**config.mk**
```make
export PLATFORM = sky130hd
export DESIGN_NAME = shift32_seq_ctrl
export DESIGN_NICKNAME = d
export VERILOG_FILES = /design/src/rtl/shift32_seq_ctrl.sv
export SDC_FILE = /design/constraint.sdc
export NUM_CORES = 1
export LEC_CHECK = 0
export ABC_AREA = 1
export CAP_MARGIN = 10
export CORE_ASPECT_RATIO = 0.5
export CORE_UTILIZATION = 55
export CTS_CLUSTER_DIAMETER = 30
export DETAILED_ROUTE_END_ITERATION = 8
export DONT_BUFFER_PORTS = 1
export HOLD_SLACK_MARGIN = 0.05
export PLACE_DENSITY = 0.7
export SLEW_MARGIN = 10
export SYNTH_ARGS = -nofsm -noshare
export SYNTH_HDL_FRONTEND = slang
export SYNTH_SLANG_ARGS = --single-unit
```
**constraint.sdc**
```tcl
create_clock -name clk -period 1.6 [get_ports clk]
set_input_delay 0.16 -clock clk [delete_from_list [all_inputs] [get_ports clk]]
set_output_delay 0.16 -clock clk [all_outputs]
set_load 0.02 [all_outputs]
```
**src/rtl/shift32_seq_ctrl.sv**
```systemverilog
// Command sequencer driving a 32-bit universal shift register (load, rotate-by-N, serialize/deserialize).
// Optional abort support is enabled by defining SHIFT32_SEQ_ABORT_EN.
`timescale 1ns/1ps
module shift32_seq_ctrl #(
    parameter int unsigned WIDTH = 32,
    parameter int unsigned CNT_W = 5
) (
    input  logic             clk,
    input  logic             reset,
    input  logic             cmd_valid,
    output logic             cmd_ready,
    input  logic [1:0]       cmd_op,
    input  logic             cmd_dir,
    input  logic [CNT_W-1:0] cmd_cnt,
    input  logic [WIDTH-1:0] cmd_data,
    output logic             reg_enb,
    output logic [1:0]       reg_mode,
    output logic             reg_dir,
    output logic             reg_s_in,
    output logic [WIDTH-1:0] reg_d,
    input  logic [WIDTH-1:0] reg_q,
    output logic             ser_out,
    output logic             ser_valid,
    input  logic             ser_ready,
    input  logic             ser_in,
    input  logic             ser_in_valid,
    output logic             ser_in_ready,
    output logic             busy,
    output logic             done
`ifdef SHIFT32_SEQ_ABORT_EN
    ,
    input  logic             abort,
    output logic             aborted
`endif
);

    // Wide enough for both cnt+1 (up to 2^CNT_W) and WIDTH without early wrap.
    localparam int unsigned CW = ((CNT_W + 1) > ($clog2(WIDTH) + 1)) ? (CNT_W + 1)
                                                                       : ($clog2(WIDTH) + 1);

    typedef enum logic [2:0] {
        StIdle, StLoad, StRot, StSoLd, StSo, StSin, StDone
    } state_e;

    state_e           state_q;
    logic [CW-1:0]    count_q;
    logic             dir_q;
    logic [CNT_W-1:0] cnt_q;
    logic [WIDTH-1:0] data_q;
    logic             abort_act;
    logic             active;

    assign active = (state_q != StIdle) && (state_q != StDone);

`ifdef SHIFT32_SEQ_ABORT_EN
    logic aborted_q;
    assign abort_act = abort & active;
    assign aborted   = aborted_q;
`else
    assign abort_act = 1'b0;
`endif

    always_ff @(posedge clk or posedge reset) begin
        if (reset) begin
            state_q <= StIdle;
            count_q <= '0;
            dir_q   <= 1'b0;
            cnt_q   <= '0;
            data_q  <= '0;
`ifdef SHIFT32_SEQ_ABORT_EN
            aborted_q <= 1'b0;
`endif
        end else begin
            case (state_q)
                StIdle: begin
                    if (cmd_valid) begin
                        dir_q   <= cmd_dir;
                        cnt_q   <= cmd_cnt;
                        data_q  <= cmd_data;
                        count_q <= '0;
                        unique case (cmd_op)
                            2'b00:   state_q <= StLoad;
                            2'b01:   state_q <= StRot;
                            2'b10:   state_q <= StSoLd;
                            default: state_q <= StSin;
                        endcase
                    end
                end
                StLoad: state_q <= StDone;
                StRot: begin
                    count_q <= count_q + 1'b1;
                    if (count_q == CW'(cnt_q)) state_q <= StDone;
                end
                StSoLd: begin
                    count_q <= '0;
                    state_q <= StSo;
                end
                StSo: begin
                    if (ser_ready) begin
                        count_q <= count_q + 1'b1;
                        if (count_q == CW'(WIDTH - 1)) state_q <= StDone;
                    end
                end
                StSin: begin
                    if (ser_in_valid) begin
                        count_q <= count_q + 1'b1;
                        if (count_q == CW'(cnt_q)) state_q <= StDone;
                    end
                end
                StDone: begin
                    state_q <= StIdle;
`ifdef SHIFT32_SEQ_ABORT_EN
                    aborted_q <= 1'b0;
`endif
                end
                default: state_q <= StIdle;
            endcase
            if (abort_act) begin
                state_q <= StDone;
`ifdef SHIFT32_SEQ_ABORT_EN
                aborted_q <= 1'b1;
`endif
            end
        end
    end

    always_comb begin
        reg_enb      = 1'b0;
        reg_mode     = 2'b11;
        reg_dir      = 1'b0;
        reg_s_in     = 1'b0;
        reg_d        = '0;
        ser_out      = 1'b0;
        ser_valid    = 1'b0;
        ser_in_ready = 1'b0;
        case (state_q)
            StLoad, StSoLd: begin
                reg_enb  = 1'b1;
                reg_mode = 2'b10;
                reg_d    = data_q;
            end
            StRot: begin
                reg_enb  = 1'b1;
                reg_mode = 2'b01;
                reg_dir  = dir_q;
            end
            StSo: begin
                reg_enb   = ser_ready;
                reg_mode  = 2'b00;
                reg_dir   = dir_q;
                ser_valid = 1'b1;
                ser_out   = dir_q ? reg_q[0] : reg_q[WIDTH-1];
            end
            StSin: begin
                reg_enb      = ser_in_valid;
                reg_mode     = 2'b00;
                reg_dir      = dir_q;
                reg_s_in     = ser_in;
                ser_in_ready = 1'b1;
            end
            default: ;
        endcase
        if (abort_act) reg_enb = 1'b0;
    end

    assign cmd_ready = (state_q == StIdle);
    assign busy      = (state_q != StIdle);
    assign done      = (state_q == StDone);

endmodule

```
* After elaboration in Yosys (flattened, before gate mapping)
Index checks and enable logic that the tools add are counted.
** Storage, ports and cells
- Bits in registers :: 47
- Input port bits :: 78
- Word-level logic and storage cells :: 51
** Cells by class
- Add/subtract/negate cells :: 1
- Equal/unequal tests :: 14
- Multiplexer cells :: 20
- Reductions and logical operators :: 11
** Operators by type and width (number)
- 32-bit two-way mux :: 1
- 6-bit one-hot mux with 5 select lines :: 1
- 6-bit two-way mux :: 3
- 3-bit one-hot mux with 6 select lines :: 1
- 3-bit two-way mux :: 5
- 3-bit equality test, second input constant :: 3
- 3-bit one-hot mux with 3 select lines :: 1
- 2-bit inequality test, second input constant :: 4
- 4-bit AND reduction :: 2
- 6-bit by 1-bit adder with 6-bit output, second input constant :: 1
- 3-bit by 2-bit equality test with 1-bit output, second input constant :: 2
- 6-bit by 5-bit equality test with 1-bit output :: 1
- 6-bit by 5-bit equality test with 1-bit output, second input constant :: 1
- 1-bit two-way mux :: 6
- 2-bit one-hot mux with 3 select lines :: 1
- 3-bit OR reduction :: 2
- 5-bit nonzero test :: 1
- 2-bit OR reduction :: 2
- 3-bit by 1-bit equality test with 1-bit output, second input constant :: 1
- 3-bit zero test :: 1
- 1-bit one-hot mux with 3 select lines :: 1
- 3-bit nonzero test :: 1
- 2-bit by 1-bit equality test with 1-bit output, second input constant :: 1
- 2-bit equality test, second input constant :: 1
- other kinds (2) :: 2

* Logic depth before layout (Yosys ltp)
- Depth after elaboration :: 4
- Depth in mapped cells :: 9
- Depth with buffers taken out :: 9

* Worst setup path before layout
Ideal clock, no wire load.
- Kind :: register -> output
- Start point :: reg state_q[1]
- End point :: out reg_enb
- Path buffers :: 0
- Setup slack :: 0.180 ns
- Required time :: 1.440 ns
- Arrival time :: 1.260 ns
- Stages on the path, launching flop included :: 6
- Cells stage by stage :: dfrtp_1 > inv_1 > nand2_2 > nor2_4 > inv_1 > o221ai_1
** Between the ends
- Cells in the longest elaborated chain, start to end :: 3
- Elaborated cells on any way between the ends :: 7
** RTL lines
- start, declared :: RTL line 45 : state_e state_q;
- start signal, assigned :: RTL line 65 : state_q <= StIdle;
- start signal, assigned :: RTL line 82 : 2'b00: state_q <= StLoad;
- start signal, assigned :: RTL line 83 : 2'b01: state_q <= StRot;
- 3-bit by 1-bit equality test with 1-bit output or 3-bit by 2-bit equality test with 1-bit output (tied branches) :: RTL line 136 : case (state_q)
- 3-bit OR reduction (no source line)
- 1-bit one-hot mux with 3 select lines (*) :: RTL line 136
- end, declared :: RTL line 16 : output logic reg_enb,
Mark *: on every way between the ends. The rest lies on a longest branch, timed or not.

* Worst setup path in the final report
- Start point :: reg state_q[0]
- End point :: out reg_d[9]
** Between the ends
- Cells in the longest elaborated chain, start to end :: 3
- Elaborated cells on any way between the ends :: 4
** RTL lines
- 3-bit by 1-bit equality test with 1-bit output or 3-bit by 2-bit equality test with 1-bit output (tied branches) :: RTL line 136
- 2-bit OR reduction (*)
- 32-bit two-way mux (*) :: RTL line 136
- end, declared :: RTL line 20 : output logic [WIDTH-1:0] reg_d,
Marked as above.

==> out/results.ini <==
[clock_network]
clk_pin_slew_worst_paths_ns=0.09
htreeDepth=2
cts.path.max_buffers=2
cts.sinks=47
cts_root_buffer=clkbuf_8
cts_tree=yes
insertion_delay_ns=0.31
cts_buffers=5

[pwr]
p_leak_nw=1.94
power_switching_share=0.459
powerDensity_mw_per_mm2=1690
pwr-share-clk=0.113
combPwrFrac=0.593
pwr-share-seq=0.295
netSwitchingPower_mw=3.00
ir_drop_mv=1.01
p_int_mw=3.53

[yosys]
synth_nets=402
synth_seq_cells=47
mappedNetlistArea_mm2=0.00262
ys.flop_type=dfrtp_1
synth_top_cells_by_count=80 x nor2_1, 54 x inv_1, 47 x dfrtp_1
synth_area_per_cell_um2=8.15
synth_edf_count=0
post-synth-top-area-cell=dfrtp_1
synth-seq-area-share=0.450
yosys_warnings=0
synthCells=321
synth.area.top_cells=dfrtp_1 45%, a21oi_2 13%, nor2_1 11%
yosysMostFrequentCell=nor2_1
synth_top_area_frac=0.450
async_flop_share=1.00
synthDistinctLibCells=26

[die]
die_w_um=99.5
dieArea_mm2=0.00505
rows=17
initial_core_util=0.583
core_mm2=0.00449
ioPinCount=121
fp.dieH_um=50.8

[critical_path]
cp_data_required_time_ns=1.44
r2r_cells=8
start_kind=register
crit_arrival_ns=1.53
criticalPathCategory=reg2out
r2r_end=data_q[28]
critPathLaunch=state_q[0]
r2r_slack_ns=-0.01
critPathCaptureType=primary output
crit_path_end=reg_d[9]
crit_path_max_fanout=16
rr_startpoint=state_q[0]

[global_routing]
grtUsageTotal=0.270
grt_max_degree=43
antenna_found_initial=0
first_global_vias=2261
globalRoute.totalOverflow=0
grt_pass1_wl_um=10400

[timing]
fin_hold_ws_ns=0.166
hold_viol_final=0
worst_slack_ns=-0.0874
slew-limit-headroom=0.719
fin_skew_ns=0.00797
fmax_ghz=0.593
fin_crit_ns=1.69
fin_crit_sh=1.05
tightestPinTransition_ns=0.420
rsz0062_at_grt=yes
drv_slew=0
setup_viol=32

[place]
place.gp.congestion=0.846
hpwl_um=3790
port_buffers=0
dp_cells=420
pre_cts_slack_ns=0.107

[cells_and_area]
fillerInstances=234
layout-drive-gt1-share=0.425
stdcell_count=478
num-nets-final=492
fin_util=0.858
areaGrowthSynthToFinish_pct=47.3
antenna_cells=0

[flow_run]
drv_cap=0

[worst_hold_path]
hp-class=in2reg
holdCritStartpoint=cmd_op[0]

[route]
dr_total_vias=2384
first_iter_violations=85
route.detailed.drc=0
viasPerCell=4.99
drt_pass1_iterations=4
antenna_left=0
wire_per_inst_um=15.3
wl_um=7290

[outcome]
violations=negative setup slack
status=finished with violations

[kinds of logic (layout without fill, tap and decap cells)]
logic type,after synthesis,in the layout,synth area share
xor+xnor,4,4,0.0134
simple gates,147,147,0.238
flops,47,47,0.450
buf+inv,70,161,0.123
compound gates,50,50,0.162
fa+ha+maj,3,3,0.0144
[layout by cell type (no fill, tap or decap), types with 3 or more instances in the layout]
cell type       n
a21oi_2        39
buf_4          34
buf_6          18
clkbuf_8        5
dfrtp_1        43
dfrtp_2         4
dlygate4sd3_1  39
ha_1            3
inv_1          50
inv_2           3
inv_4           4
nand2_1        43
nand2_2         3
nand2_4         3
nand3_1         7
nor2_1         41
nor2_2         30
nor2_4         14
o21ai_0         3
o21ai_2         6
xor2_1          4
[power groups by stage]
| stage | Clock (mW) | Sequential [mW] | Combinational [mW] |
|---|---|---|---|
| after floorplan | 0 | 1.86 | 2.35 |
| after global placement | 0 | 1.92 | 2.87 |
| after detailed placement | 0 | 1.94 | 2.98 |
| after CTS | 0.749 | 1.90 | 3.32 |
| after global routing | 0.792 | 1.97 | 4.21 |
| final | 0.736 | 1.92 | 3.87 |
[per-stage QoR]
step	setup TNS, ns	total power, mW	area, um^2
after floorplan	0	4.21	2620
after global placement	0	4.78	2980
after detailed placement	0	4.92	2980
after CTS	-0.00726	5.97	3570
after global routing	-2.80	6.97	3850
final	-0.985	6.53	3850
[metal layers]
layer	share of wire	up-vias	wire, um	GRT usage
met5	0	-	0	0
met3	0.064	15	466	0.0738
met4	0.017	0	125	0.0711
met2	0.49	78	3600	0.473
li1	-	1147	-	-
met1	0.43	1144	3110	0.334
[repair_timing]
action,in CTS,in global routing
setup endpoints to repair,34,58
setup buffers,7,2
gates resized for setup,15,73
pin swaps,4,5
hold buffers,39,0
endpoints found under the hold margin,51,0
cloned,1,1
[cell type report]
class                   instances  area [um^2]  share of cell area
clock buffers                   5         68.8              0.0179
clock inverters                 3         18.8             0.00487
inverters                      57          224              0.0581
multi-input cells             204         1310               0.340
flip-flops and latches         47         1180               0.307
well taps                      66         82.6              0.0214
repair buffers                 96          968               0.251
[worst min-delay path by stage]
| stage | depth (start not counted) | slack (ns) | to |
|---|---|---|---|
| finish | 4 | 0.17 | state_q[0] |
| global route | 4 | 0.23 | state_q[0] |
| CTS | 4 | 0.16 | state_q[0] |
| detailed placement | 1 | 0.02 | data_q[0] |
| global placement | 1 | 0.02 | data_q[6] |
| floorplan | 2 | 0.30 | data_q[7] |
[critical path, stage by stage, from the launching register on]
cell and delay [ns]:
dfrtp_2 0.48, inv_4 0.08, nor2_4 0.14, inv_4 0.07, buf_12 0.17, nor2_4 0.15
buf_6 0.14
[sequential cells by signal (all words and copies together), names as in the netlist]
name,cells
data_q,32
count_q,6
cnt_q,5
state_q,3
dir_q,1
No activity file was read; power rests on OpenSTA's default activity.
